===== config.mk =====
export PLATFORM = sky130hd
export DESIGN_NAME = mc_control_unit
export DESIGN_NICKNAME = d
export VERILOG_FILES = /design/src/rtl/mc_control_unit.sv
export SDC_FILE = /design/constraint.sdc
export NUM_CORES = 1
export LEC_CHECK = 0
export ABC_AREA = 1
export CORE_MARGIN = 2
export CORE_UTILIZATION = 36
export DETAILED_ROUTE_END_ITERATION = 8
export PLACE_DENSITY = 0.8
export SETUP_SLACK_MARGIN = 0.3
export SYNTH_ARGS = -nofsm -noshare
export SYNTH_HDL_FRONTEND = slang
export SYNTH_SLANG_ARGS = --single-unit

===== constraint.sdc =====
create_clock -name clk -period 1.45 [get_ports clk]
set_clock_uncertainty 0.1 [all_clocks]
set_input_delay 0.29 -clock clk [delete_from_list [all_inputs] [get_ports clk]]
set_output_delay 0.29 -clock clk [all_outputs]
set_load 0.02 [all_outputs]

===== src/rtl/mc_control_unit.sv =====
// mc_control_unit: multicycle main control FSM for the MIPS-subset datapath
// (add, sub, and, addi, lw, sw, beq, j). Outputs decode from the state
// register, except PCWrite in BRANCH, which follows the ALU zero flag.
module mc_control_unit #(
  parameter int MEM_WAIT = 2
) (
  input  logic       clk,
  input  logic       reset,
  input  logic [5:0] opcode,
  input  logic [5:0] funct,
  input  logic       zero,
  input  logic       overflow,
  output logic       PCWrite,
  output logic       IorD,
  output logic       MemWR,
  output logic       IRWrite,
  output logic       RegDst,
  output logic       MemtoReg,
  output logic       RegWrite,
  output logic       ALUOutWrite,
  output logic       ALUSrcA,
  output logic [1:0] ALUSrcB,
  output logic [2:0] ALUOp,
  output logic [1:0] PCSource,
  output logic       ovf_exc,
  output logic       ill_exc,
  output logic [3:0] state
);

  localparam int CW = (MEM_WAIT > 1) ? $clog2(MEM_WAIT) : 1;
  localparam logic [CW-1:0] CNT_LAST = CW'(MEM_WAIT - 1);

  localparam logic [5:0] OP_RTYPE = 6'h00;
  localparam logic [5:0] OP_ADDI  = 6'h08;
  localparam logic [5:0] OP_LW    = 6'h23;
  localparam logic [5:0] OP_SW    = 6'h2B;
  localparam logic [5:0] OP_BEQ   = 6'h04;
  localparam logic [5:0] OP_J     = 6'h02;
  localparam logic [5:0] FN_ADD   = 6'h20;
  localparam logic [5:0] FN_SUB   = 6'h22;
  localparam logic [5:0] FN_AND   = 6'h24;

  typedef enum logic [3:0] {
    S_RST    = 4'd0,  S_FETCH  = 4'd1,  S_DECODE = 4'd2,  S_EXEC_R = 4'd3,
    S_EXEC_I = 4'd4,  S_ADDR   = 4'd5,  S_MEM_RD = 4'd6,  S_WB_MEM = 4'd7,
    S_MEM_WR = 4'd8,  S_WB_R   = 4'd9,  S_WB_I   = 4'd10, S_BRANCH = 4'd11,
    S_JUMP   = 4'd12, S_OVFL   = 4'd13, S_ILL    = 4'd14
  } state_t;

  state_t        state_q, state_d;
  logic [CW-1:0] cnt_q, cnt_d;
  logic          cnt_last_s;

  assign cnt_last_s = (cnt_q == CNT_LAST);
  assign state      = state_q;

  // State register and memory wait counter; reset aborts any access at once.
  always_ff @(posedge clk or negedge reset) begin
    if (!reset) begin
      state_q <= S_RST;
      cnt_q   <= '0;
    end else begin
      state_q <= state_d;
      cnt_q   <= cnt_d;
    end
  end

  // Next-state selection and per-state output decode (counter idles at 0).
  always_comb begin
    state_d     = state_q;
    cnt_d       = '0;
    PCWrite     = 1'b0;
    IorD        = 1'b0;
    MemWR       = 1'b0;
    IRWrite     = 1'b0;
    RegDst      = 1'b0;
    MemtoReg    = 1'b0;
    RegWrite    = 1'b0;
    ALUOutWrite = 1'b0;
    ALUSrcA     = 1'b0;
    ALUSrcB     = 2'b00;
    ALUOp       = 3'b000;
    PCSource    = 2'b00;
    ovf_exc     = 1'b0;
    ill_exc     = 1'b0;
    case (state_q)
      S_RST: state_d = S_FETCH;
      S_FETCH: begin
        ALUSrcB = 2'b01;
        ALUOp   = 3'b001;
        if (cnt_last_s) begin
          IRWrite = 1'b1;
          PCWrite = 1'b1;
          state_d = S_DECODE;
        end else begin
          cnt_d   = cnt_q + CW'(1);
          state_d = S_FETCH;
        end
      end
      S_DECODE: begin
        ALUSrcB     = 2'b11;
        ALUOp       = 3'b001;
        ALUOutWrite = 1'b1;
        case (opcode)
          OP_RTYPE: begin
            if (funct == FN_ADD || funct == FN_SUB || funct == FN_AND) begin
              state_d = S_EXEC_R;
            end else begin
              state_d = S_ILL;
            end
          end
          OP_ADDI:      state_d = S_EXEC_I;
          OP_LW, OP_SW: state_d = S_ADDR;
          OP_BEQ:       state_d = S_BRANCH;
          OP_J:         state_d = S_JUMP;
          default:      state_d = S_ILL;
        endcase
      end
      S_EXEC_R: begin
        ALUSrcA     = 1'b1;
        ALUSrcB     = 2'b10;
        ALUOutWrite = 1'b1;
        case (funct)
          FN_SUB:  ALUOp = 3'b010;
          FN_AND:  ALUOp = 3'b011;
          default: ALUOp = 3'b001;
        endcase
        // A logical AND cannot overflow, so its flag is disregarded.
        if (overflow && funct != FN_AND) begin
          state_d = S_OVFL;
        end else begin
          state_d = S_WB_R;
        end
      end
      S_EXEC_I: begin
        ALUSrcA     = 1'b1;
        ALUOp       = 3'b001;
        ALUOutWrite = 1'b1;
        if (overflow) begin
          state_d = S_OVFL;
        end else begin
          state_d = S_WB_I;
        end
      end
      S_ADDR: begin
        ALUSrcA     = 1'b1;
        ALUOp       = 3'b001;
        ALUOutWrite = 1'b1;
        if (opcode == OP_LW) begin
          state_d = S_MEM_RD;
        end else if (opcode == OP_SW) begin
          state_d = S_MEM_WR;
        end else begin
          state_d = S_FETCH;
        end
      end
      S_MEM_RD: begin
        IorD = 1'b1;
        if (cnt_last_s) begin
          state_d = S_WB_MEM;
        end else begin
          cnt_d   = cnt_q + CW'(1);
          state_d = S_MEM_RD;
        end
      end
      S_WB_MEM: begin
        MemtoReg = 1'b1;
        RegWrite = 1'b1;
        state_d  = S_FETCH;
      end
      S_MEM_WR: begin
        IorD    = 1'b1;
        MemWR   = 1'b1;
        state_d = S_FETCH;
      end
      S_WB_R: begin
        RegDst   = 1'b1;
        RegWrite = 1'b1;
        state_d  = S_FETCH;
      end
      S_WB_I: begin
        RegWrite = 1'b1;
        state_d  = S_FETCH;
      end
      S_BRANCH: begin
        ALUSrcA  = 1'b1;
        ALUSrcB  = 2'b10;
        ALUOp    = 3'b010;
        PCSource = 2'b01;
        PCWrite  = zero;
        state_d  = S_FETCH;
      end
      S_JUMP: begin
        PCSource = 2'b10;
        PCWrite  = 1'b1;
        state_d  = S_FETCH;
      end
      S_OVFL: begin
        ovf_exc = 1'b1;
        state_d = S_FETCH;
      end
      S_ILL: begin
        ill_exc = 1'b1;
        state_d = S_FETCH;
      end
      default: state_d = S_RST;
    endcase
  end

endmodule


==> results.sh, run 1 <==
export IMPL_synth_nets=138
export IMPL_ys_seq_elements=5
export IMPL_rows=15
export IMPL_numCtsBuffers=3
export IMPL_boundaryPins=38
export IMPL_stop_stage="global routing (5_1_grt)"
export IMPL_htreeDepth=1
export IMPL_worstEpCategory="output port"
export IMPL_initial_utilization_pct=37.2
export IMPL_synth_cell_types=16
export IMPL_clk_path_buf_depth=2
export IMPL_cts_hold_buffers=0
export IMPL_outcome="did not finish"
export IMPL_cts_sinks=5
export IMPL_syn_area_per_cell_um2=5.15
export IMPL_error_line="[ERROR DPL-0038] Utilization greater than 100%, impossible to legalize"
export IMPL_synth_area_um2=628
export IMPL_port_buffers=36
export IMPL_grt_max_degree=7
export IMPL_dp_hpwl_um=2070
export IMPL_preCtsSetupSlack_ps=-860
export IMPL_die_x_um=45.8
export IMPL_ys_seq_area_share_pct=19.9
export IMPL_syn_instance_count=122
export IMPL_cts_root_buffer="clkbuf_4"
export IMPL_fp_dieH_um=45.8
export IMPL_gp_congestion=0.894
export IMPL_yosysWarnings=0
export IMPL_postGrtWorstEndpoint="PCWrite"
==> synth_stat cells <==
| cell type | number | share of area (%) |
|---|---|---|
| nor2_1 | 28 | 17 |
| o21ai_0 | 7 | 5.6 |
| a211o_2 | 1 | 1.6 |
| conb_1 | 1 | 0.60 |
| nor2_2 | 1 | 1.0 |
| and2_1 | 1 | 1.0 |
| nand4_1 | 5 | 5.0 |
| nand2_1 | 34 | 20 |
| a21oi_1 | 4 | 3.2 |
| dfrtp_1 | 5 | 20 |
| buf_4 | 1 | 1.2 |
| or2_1 | 1 | 1.0 |
| inv_1 | 20 | 12 |
| a21boi_0 | 1 | 1.2 |
| nand3_1 | 11 | 8.8 |
| a31oi_1 | 1 | 1.0 |
==> kinds of logic after synthesis <==
group           after synthesis  synth area share, %
flops                         5                 19.9
compound gates               14                 12.6
buf+inv                      21                 13.1
simple gates                 81                 53.8
other cells                   1                0.597
==> metrics by stage <==
| step | TNS [ps] | utilization (%) | cell area (um^2) | instances | hold slack (ps) |
|---|---|---|---|---|---|
| CTS | -4340 | 92.2 | 1560 | 212 | 171 |
| detailed placement | -9650 | 78.3 | 1320 | 201 | 421 |
| global placement | -8980 | 78.3 | 1320 | 201 | 414 |
| floorplan | -727 | - | 746 | 122 | -106 |
==> timing repair <==
action / 4_1_cts
setup endpoints to repair: 26
buffers inserted: 7
endpoints found under the hold margin: 0
resized for setup: 169
pin swaps: 20
==> run 2: changes to the inputs <==
--- a/config.mk
+++ b/config.mk
@@ -6,11 +6,10 @@
 export NUM_CORES = 1
 export LEC_CHECK = 0
 export ABC_AREA = 1
-export CORE_MARGIN = 2
-export CORE_UTILIZATION = 36
+export CORE_AREA = 2 2 63 65
 export DETAILED_ROUTE_END_ITERATION = 8
-export PLACE_DENSITY = 0.8
-export SETUP_SLACK_MARGIN = 0.3
+export DIE_AREA = 0 0 65 67
+export PLACE_DENSITY_LB_ADDON = 0.15
 export SYNTH_ARGS = -nofsm -noshare
 export SYNTH_HDL_FRONTEND = slang
 export SYNTH_SLANG_ARGS = --single-unit
==> run 2 against run 1 <==
Against the previous run: the flow now finishes, with violations (setup timing); synthesized area did not move; synthesized cell count stayed put.
==> results.sh, run 2 <==
export IMPL_outcome="finished, violations left"
export IMPL_violations="setup timing"
export IMPL_fin_area_mm2=0.00168
export IMPL_synth_common_cells="nand2_1 (34), nor2_1 (28), inv_1 (20)"
export IMPL_dp_hpwl_um=2110
export IMPL_reg2reg_depth=10
export IMPL_hp_class="primary input to async pin"
export IMPL_cp_arrival_ps=1400
export IMPL_hold_violations=0
export IMPL_power_leakage_nw=0.827
export IMPL_area_delta_synth_final_pct=167
export IMPL_drive_above_1_share_pct=63.1
export IMPL_rows=22
export IMPL_syn_area_per_cell_um2=5.15
export IMPL_final_cell_mix="buf_4 (42), buf_6 (22), nand2_1 (20), nor2_2 (11), clkdlybuf4s50_1 (11)"
export IMPL_port_buffers=36
export IMPL_yosys_top_cells_area="nand2_1 (20%), dfrtp_1 (20%), nor2_1 (17%)"
export IMPL_crit_path_start_kind="flop"
export IMPL_antenna_cells=0
export IMPL_final_antenna_net_count=0
export IMPL_numCtsBuffers=3
export IMPL_largest_register_ffs=4
export IMPL_drc_errors=0
export IMPL_synth_edf_count=0
export IMPL_ys_seq_elements=5
export IMPL_max_freq_ghz=0.558
export IMPL_synth_flop_cell="dfrtp_1"
export IMPL_powerDensity_mw_per_mm2=1700
export IMPL_cts_root_buffer="clkbuf_8"
export IMPL_htreeDepth=1
export IMPL_gp_congestion=0.870
export IMPL_die_area_mm2=0.00436
export IMPL_setup_viol=20
export IMPL_grt_max_degree=7
export IMPL_critPathLaunch="state[2]$_DFF_PN0_"
export IMPL_wl_per_cell_um=10.5
export IMPL_fin_crit_sh_pct=124
export IMPL_track_usage_pct=11.9
export IMPL_synth_top_area_share_pct=20.3
export IMPL_vdd_ir_drop_max_mv=0.412
export IMPL_vias=1051
export IMPL_fill_cells=382
export IMPL_synth_nets=138
export IMPL_synth_cell_types=16
export IMPL_fp_dieH_um=67
export IMPL_worstPathRequired_ps=1060
export IMPL_initial_utilization_pct=17.4
export IMPL_regToRegSetupSlack_ps=-120
export IMPL_fin_nets=223
export IMPL_drv_slew=0
export IMPL_ys_seq_area_share_pct=19.9
export IMPL_grt_pass1_wl_um=4060
export IMPL_final_common_cell="buf_4"
export IMPL_clk_latency_ps=220
export IMPL_critPathCapture="PCWrite"
export IMPL_clk_path_buf_depth=2
export IMPL_dpl_cell_area_mm2=0.00137
export IMPL_worstReg2RegEnd="state[0]$_DFF_PN0_"
export IMPL_yosysWarnings=0
export IMPL_holdWs_ps=197
export IMPL_preCtsSetupSlack_ps=-880
export IMPL_grt_antenna_before_repair=0
export IMPL_async_reset_ff_share_pct=100
export IMPL_wl_um=2680
export IMPL_globalRouteOverflowTotal=0
export IMPL_tritoncts="done"
export IMPL_boundaryPins=38
export IMPL_syn_instance_count=122
export IMPL_tns_ps=-3600
export IMPL_grt_pass1_vias=994
export IMPL_die_x_um=65
export IMPL_clk_pin_slew_ps=30
export IMPL_setup_slack_ps=-341
export IMPL_crit_type="flop to primary output"
export IMPL_first_pass_iters=4
export IMPL_cts_sinks=5
export IMPL_min_period_ps=1790
export IMPL_end_kind="primary output"
export IMPL_synth_area_um2=628
export IMPL_regToRegStartpoint="state[1]$_DFF_PN0_"
export IMPL_cap_violations=0
export IMPL_yosysMostFrequentCell="nand2_1"
export IMPL_drtIter0Drc=19
export IMPL_via_per_inst=4.14
export IMPL_path_max_fanout=5
export IMPL_core_area_mm2=0.00361
export IMPL_synth_top_cell_by_area="nand2_1"
export IMPL_rsz0062_at_grt="yes"
[run 2: cell counts after synthesis]
Identical to the previous run, type by type.
[run 2: kinds of logic after synthesis]
family	Yosys count	synth area share, %
AND/OR/NAND/NOR	81	53.8
flip-flops	5	19.9
buffers and inverters	21	13.1
AO/OA/AOI/OAI	14	12.6
other	1	0.597
[run 2: layout make-up]
| cell class | count | area, um^2 | area share, % |
|---|---|---|---|
| inverter | 20 | 85.1 | 5.08 |
| multi-input combinational | 96 | 637 | 38.0 |
| tap | 48 | 60.1 | 3.58 |
| sequential | 5 | 130 | 7.77 |
| clock buffer | 4 | 45.0 | 2.69 |
| timing repair buffer | 81 | 718 | 42.9 |
[run 2: where the power goes]
group,internal (mW),total [mW],switching (mW)
Clock,0.188,0.252,0.0635
Sequential,0.204,0.289,0.0855
Combinational,1.17,2.30,1.13
[run 2: how the worst min path moves through the flow]
stage | startpoint | to | depth (start not counted)
after detailed placement | reset | cnt_last_s$_DFF_PN0_ | 1
after CTS | reset | cnt_last_s$_DFF_PN0_ | 1
after global placement | reset | cnt_last_s$_DFF_PN0_ | 1
after global routing | reset | cnt_last_s$_DFF_PN0_ | 1
after floorplan | reset | cnt_last_s$_DFF_PN0_ | 0
final | reset | cnt_last_s$_DFF_PN0_ | 1
[run 2: critical path, cell delays in order (launching register included)]
cell and delay [ps]:
dfrtp_2 460, buf_6 150, nand2_4 90, nor2_4 50, a211o_4 300, buf_6 130
[run 2: routing by layer]
metal / up-vias / wire (um) / GRT usage, %
li1: 552 / - / -
met5: - / 0 / 0
met4: 0 / 17 / 2.39
met3: 2 / 120 / 1.35
met1: 464 / 1120 / 13.9
met2: 33 / 1420 / 22.9
[run 2: timing repair]
item | CTS | global route
resized for setup | 125 | 54
hold buffers | 0 | 0
gates cloned | 0 | 0
setup buffers | 6 | 7
endpoints found under the setup margin | 25 | 24
pin swaps | 16 | 8
[run 2: through the flow]
stage          instances  util [%]  power [mW]
3_5_place_dp         238      38.1        2.09
6_report             254      46.5        2.84
4_1_cts              247      41.0        2.48
2_1_floorplan        122         -        1.14
5_1_grt              254      46.5        3.05
3_3_place_gp         238      38.1        2.09
Power figures use the tool's default switching activity.
